$ cat src/rtl/instruction_fetch_unit.sv
// Multi-cycle instruction fetch stage: owns the PC, reads instruction memory over
// req/ack and presents the latched word, its PC and a valid flag to decode.
module instruction_fetch_unit #(
   parameter logic [31:0] RESET_PC = 32'h0040_0000,
   parameter int unsigned MAX_WAIT = 15
) (
   input  logic        clk,
   input  logic        reset,
   output logic        imem_req_o,
   output logic [31:0] imem_addr_o,
   input  logic        imem_ack_i,
   input  logic [31:0] imem_rdata_i,
   input  logic        Stall_i,
   input  logic        Branch_Taken_i,
   input  logic [31:0] Branch_Target_i,
   output logic [31:0] Instruction_o,
   output logic [6:0]  Opcode_o,
   output logic [31:0] PC_o,
   output logic        Instr_Valid_o,
   output logic        Fetch_Fault_o,
   output logic [1:0]  dbg_state
);

   localparam int unsigned WAIT_W = $clog2(MAX_WAIT + 1);
   localparam logic [WAIT_W-1:0] WAIT_LAST = WAIT_W'(MAX_WAIT - 1);

   typedef enum logic [1:0] {
      BOOT  = 2'd0,
      FETCH = 2'd1,
      ISSUE = 2'd2,
      HALT  = 2'd3
   } state_t;

   state_t            state, state_nx;
   logic              boot_seen, boot_seen_nx;
   logic [31:0]       pc, pc_nx;
   logic [31:0]       instr, instr_nx;
   logic [WAIT_W-1:0] wait_cnt, wait_nx;
   logic              fault, fault_nx;

   // imem handshake: req stays high with a stable addr (= PC) until the cycle
   // ack is sampled; ack and rdata are only looked at while req is high.
   always_ff @(posedge clk or negedge reset) begin
      if (!reset) begin
         state     <= BOOT;
         boot_seen <= 1'b0;
         pc        <= RESET_PC;
         instr     <= 32'h0;
         wait_cnt  <= '0;
         fault     <= 1'b0;
      end else begin
         state     <= state_nx;
         boot_seen <= boot_seen_nx;
         pc        <= pc_nx;
         instr     <= instr_nx;
         wait_cnt  <= wait_nx;
         fault     <= fault_nx;
      end
   end

   always_comb begin
      state_nx     = state;
      boot_seen_nx = boot_seen;
      pc_nx        = pc;
      instr_nx     = instr;
      wait_nx      = wait_cnt;
      fault_nx     = fault;
      case (state)
         // The edge that ends reset recovery arms BOOT; the next one starts fetching.
         BOOT: begin
            if (boot_seen) begin
               state_nx = FETCH;
               wait_nx  = '0;
            end else begin
               boot_seen_nx = 1'b1;
            end
         end
         FETCH: begin
            if (imem_ack_i) begin
               instr_nx = imem_rdata_i;
               wait_nx  = '0;
               state_nx = ISSUE;
            end else if (wait_cnt == WAIT_LAST) begin
               fault_nx = 1'b1;
               state_nx = HALT;
            end else begin
               wait_nx = wait_cnt + WAIT_W'(1);
            end
         end
         ISSUE: begin
            if (!Stall_i) begin
               if (Branch_Taken_i && (Branch_Target_i[1:0] != 2'b00)) begin
                  fault_nx = 1'b1;
                  state_nx = HALT;
               end else begin
                  pc_nx    = Branch_Taken_i ? Branch_Target_i : pc + 32'd4;
                  wait_nx  = '0;
                  state_nx = FETCH;
               end
            end
         end
         HALT: begin
            state_nx = HALT;
         end
         default: begin
            state_nx = HALT;
         end
      endcase
   end

   // Outputs decode registered state only; no input reaches an output combinationally.
   assign imem_req_o    = (state == FETCH);
   assign imem_addr_o   = pc;
   assign PC_o          = pc;
   assign Instruction_o = instr;
   assign Instr_Valid_o = (state == ISSUE);
   assign Opcode_o      = Instr_Valid_o ? instr[6:0] : 7'b0;
   assign Fetch_Fault_o = fault;
   assign dbg_state     = state;

endmodule

$ cat config.mk
export PLATFORM = sky130hd
export DESIGN_NAME = instruction_fetch_unit
export DESIGN_NICKNAME = d
export VERILOG_FILES = /design/src/rtl/instruction_fetch_unit.sv
export SDC_FILE = /design/constraint.sdc
export NUM_CORES = 1
export LEC_CHECK = 0
export BUFFER_PORTS_ARGS = -buffer_cell sky130_fd_sc_hd__buf_2
export CAP_MARGIN = 20
export CELL_PAD_IN_SITES_DETAIL_PLACEMENT = 1
export CELL_PAD_IN_SITES_GLOBAL_PLACEMENT = 1
export CORE_ASPECT_RATIO = 2
export CORE_MARGIN = 3
export CORE_UTILIZATION = 38
export DETAILED_ROUTE_END_ITERATION = 16
export HOLD_SLACK_MARGIN = 0.15
export PLACE_DENSITY = 0.92
export SLEW_MARGIN = 40
export SYNTH_ARGS = -nofsm -noshare
export SYNTH_HDL_FRONTEND = slang
export SYNTH_SLANG_ARGS = --single-unit
$ cat constraint.sdc
create_clock -name clk -period 4.2 [get_ports clk]
set_input_delay 0.42 -clock clk [delete_from_list [all_inputs] [get_ports clk]]
set_output_delay 0.42 -clock clk [all_outputs]
set_load 0.01 [all_outputs]
==> run metrics <==
Finished Core Util=0.493; core area=between 10000 and 15000 µm²; area taken by multi-input logic gates=slightly below 2000 µm²; Synth Area in Compound Gates=0.183; post-synthesis instance area=4130 µm²; setup violators final=0; Clock transition at path regs=60 ps; vias post-DR=3933; Leak=2.57 nW; commonest non-fill, non-tap cells in the layout=buf_2 (174), dfrtp_1 (71), mux2_2 (37), nand2_1 (33); reg-to-reg slack, setup=approximately 1700 ps; EDFF count, synth=0; Synth Area per Inst=around 9.8 µm²; Slowest-stage cell, CP=or4_4; initial antenna violation count=1; post-synthesis cell type count=57; sequential area share after synthesis=0.436; maximum VDD drop=0.000200 V; Fin Setup TNS=0 ps; f_max=0.399 GHz; total power=between 2 and 2.5 mW; pre-CTS worst setup slack=1780 ps; hold path start=imem_rdata_i[27]; crit end category=flip-flop; pins over their slew limit=0; Setup crit start kind=flip-flop; Reg2Reg Depth=6; endpoints failing hold=0; Final Skew=4.60 ps; Max Root-Sink Buffers=2; crit-path cells=ha_1, nand3_4, or4_4, or3_1, mux2i_1, o221a_1; fin crit share=0.597; FF/Latch Area=1800 µm²; Cell Count Post-Placement=676; Global Route Usage Sum=0.223; TritonCTS clock tree=yes; Synth-to-Final Area Change=25.8%; largest net degree at the start of global routing=56; reg2reg end=PC_o[22]; DR pass1 iterations=4; DIE HEIGHT=about 150 µm; row count=53; synth warn=0; via-per-instance ratio=5.67; Root Buffer=clkbuf_16; die area=12200 µm²; Syn Nets=493; post-route insts no fill=694; Worst Hold End=Instruction_o[27]; GPL Wtd Cong=0.837; total of max-cap violations=0; Starting Density=0.392; Post-CTS Resized=0; HP Class=in -> reg; number of global-route vias before repair=4330; min Tclk post-route=2510 ps; Top delay family on crit path=simple AND/OR/NAND/NOR gates; Worst Path Buf+Inv=0; clock insertion delay at the later pin of the skew report=340 ps; commonest non-fill, non-tap cell in the layout=buf_2; Ports=177; nets=623; post-synthesis mux area share=0.110; Mapped Cells=421; Rel. slew slack=0.478; Worst-Margin Slew=781 ps; RSZ-0062 raised after global routing=no; DR DRC count=0; fin worst setup slack=around 1700 ps; Main synth FF type=dfrtp_1; total congestion overflow=0; Req. time, crit path=4470 ps; Post-Synth Adder-Cell Area=0.00908; asr flop ratio synth=1.00; Routed WL per cell=19.7 µm; port bufs=176; r2r startpoint=PC_o[2]; dpl hpwl=about 10000 µm; worst hold path depth=2; Sink Count=72; Synth Area in Simple Gates=0.167; first-pass GRT wire length=21400 µm; Num CTS Buffers=9; max incr delay on CP=approximately 610 ps; Post-DRT Antenna Nets=0; PD cells=405 nW/µm²; Post-Route WL=13700 µm; layout cells sized above 1=0.450; Post-Synth XOR/XNOR Area=0.00424; H-tree depth=3; WP data arrival=2780 ps; critical path class=reg -> reg; post-synthesis sequential element count=72; Initial DRC Count=191; Fillers=between 1k and 1.5k; status=complete, no violations; crit path max fanout=8; largest family of logic cells by synthesized area=compound AO/OA/AOI/OAI gates; Chip Width=79.8 µm
==> report_power, final <==
| part | switching, mW | internal (mW) |
|---|---|---|
| Sequential | 0.0825 | 0.805 |
| Combinational | 0.196 | 0.189 |
| Clock | 0.308 | 0.527 |
==> cell usage after synthesis, types with 2 or more instances <==
cell type	count	area, µm²
nor3b_1	2	15.0
a22oi_1	2	15.0
buf_2	4	20.0
and3_1	9	56.3
nor4_1	6	37.5
a211oi_1	3	22.5
dfrtp_1	71	1780
ha_1	3	37.5
o21ai_0	7	35.0
o221ai_1	3	26.3
o21ai_1	4	20.0
o22ai_1	23	144
a21o_1	3	22.5
and4_1	2	17.5
mux2i_1	4	40.0
nor2_1	23	86.3
a221oi_1	2	17.5
o211ai_1	3	22.5
and2_1	9	56.3
o21a_1	5	37.5
buf_1	5	18.8
mux2_2	37	417
o31ai_1	2	15.0
nand2_1	35	131
nor3_1	8	40.0
inv_1	3	11.3
o221a_2	9	101
a21oi_1	18	90.1
nand4_1	7	43.8
buf_4	32	240
clkbuf_1	19	71.3
nand2b_1	3	18.8
a41oi_1	4	35.0
a22o_1	2	17.5
a31oi_1	7	43.8
nand3_1	15	75.1
nor2b_1	5	31.3
o2bb2ai_1	3	26.3
==> what timing repair did <==
item / 4_1_cts / 5_1_grt
hold buffers: 1 / 0
setup buffers: 0 / 0
endpoints found under the hold margin: 37 / 0
==> metal layers <==
layer,routed length [µm],global-route usage
met5,0,0
met4,541,0.130
met3,918,0.0434
met2,7690,0.426
met1,4520,0.211
==> sequential cells by signal (all words and copies together), names as in the netlist <==
register and cells:
PC_o 32, dbg_state 2, Fetch_Fault_o 1, Instruction_o 32, boot_seen 1, wait_cnt 4
==> kinds of logic (layout without fill, tap and decap cells) <==
group                    after synthesis  in the layout
multiplexers                          41             41
flip-flops                            72             72
AND/OR/NAND/NOR                      132            132
other                                  0              1
AO/OA/AOI/OAI                        107            107
buffers and inverters                 64            199
XOR/XNOR                               2              2
adder cells (fa/ha/maj)                3              3
==> layout make-up <==
type	count	share of cell area
inverter	3	0.00216
antenna	1	0.000481
timing repair buffer	180	0.177
clock inverter	7	0.0197
sequential	72	0.347
multi-input combinational	285	0.378
tap	137	0.0329
clock buffer	9	0.0433
==> through the flow <==
step | hold WS (ps) | area, µm²
floorplan | 124 | 4130
global placement | 464 | 4850
detailed placement | 412 | 4860
CTS | 305 | 5200
global route | 304 | 5200
finish | 311 | 5200
==> worst max path at each step <==
stage / from / endpoint / slack (ps) / cells after the start
2_1_floorplan: PC_o[2] / PC_o[22] / 1990 / 7
3_3_place_gp: PC_o[2] / PC_o[22] / 1880 / 6
3_5_place_dp: PC_o[2] / PC_o[22] / 1780 / 6
4_1_cts: PC_o[2] / PC_o[22] / 1690 / 6
5_1_grt: PC_o[2] / PC_o[22] / 1610 / 6
6_report: PC_o[2] / PC_o[22] / 1690 / 6
==> worst register-to-register path, delay by kind of cell, from the launching register on <==
family | cells | cell delay (ps)
flip-flops | 1 | 520
AND/OR/NAND/NOR | 3 | 1160
AO/OA/AOI/OAI | 1 | 230
multiplexers | 1 | 200
adder cells (fa/ha/maj) | 1 | 340
Power figures use the tool's default switching activity.
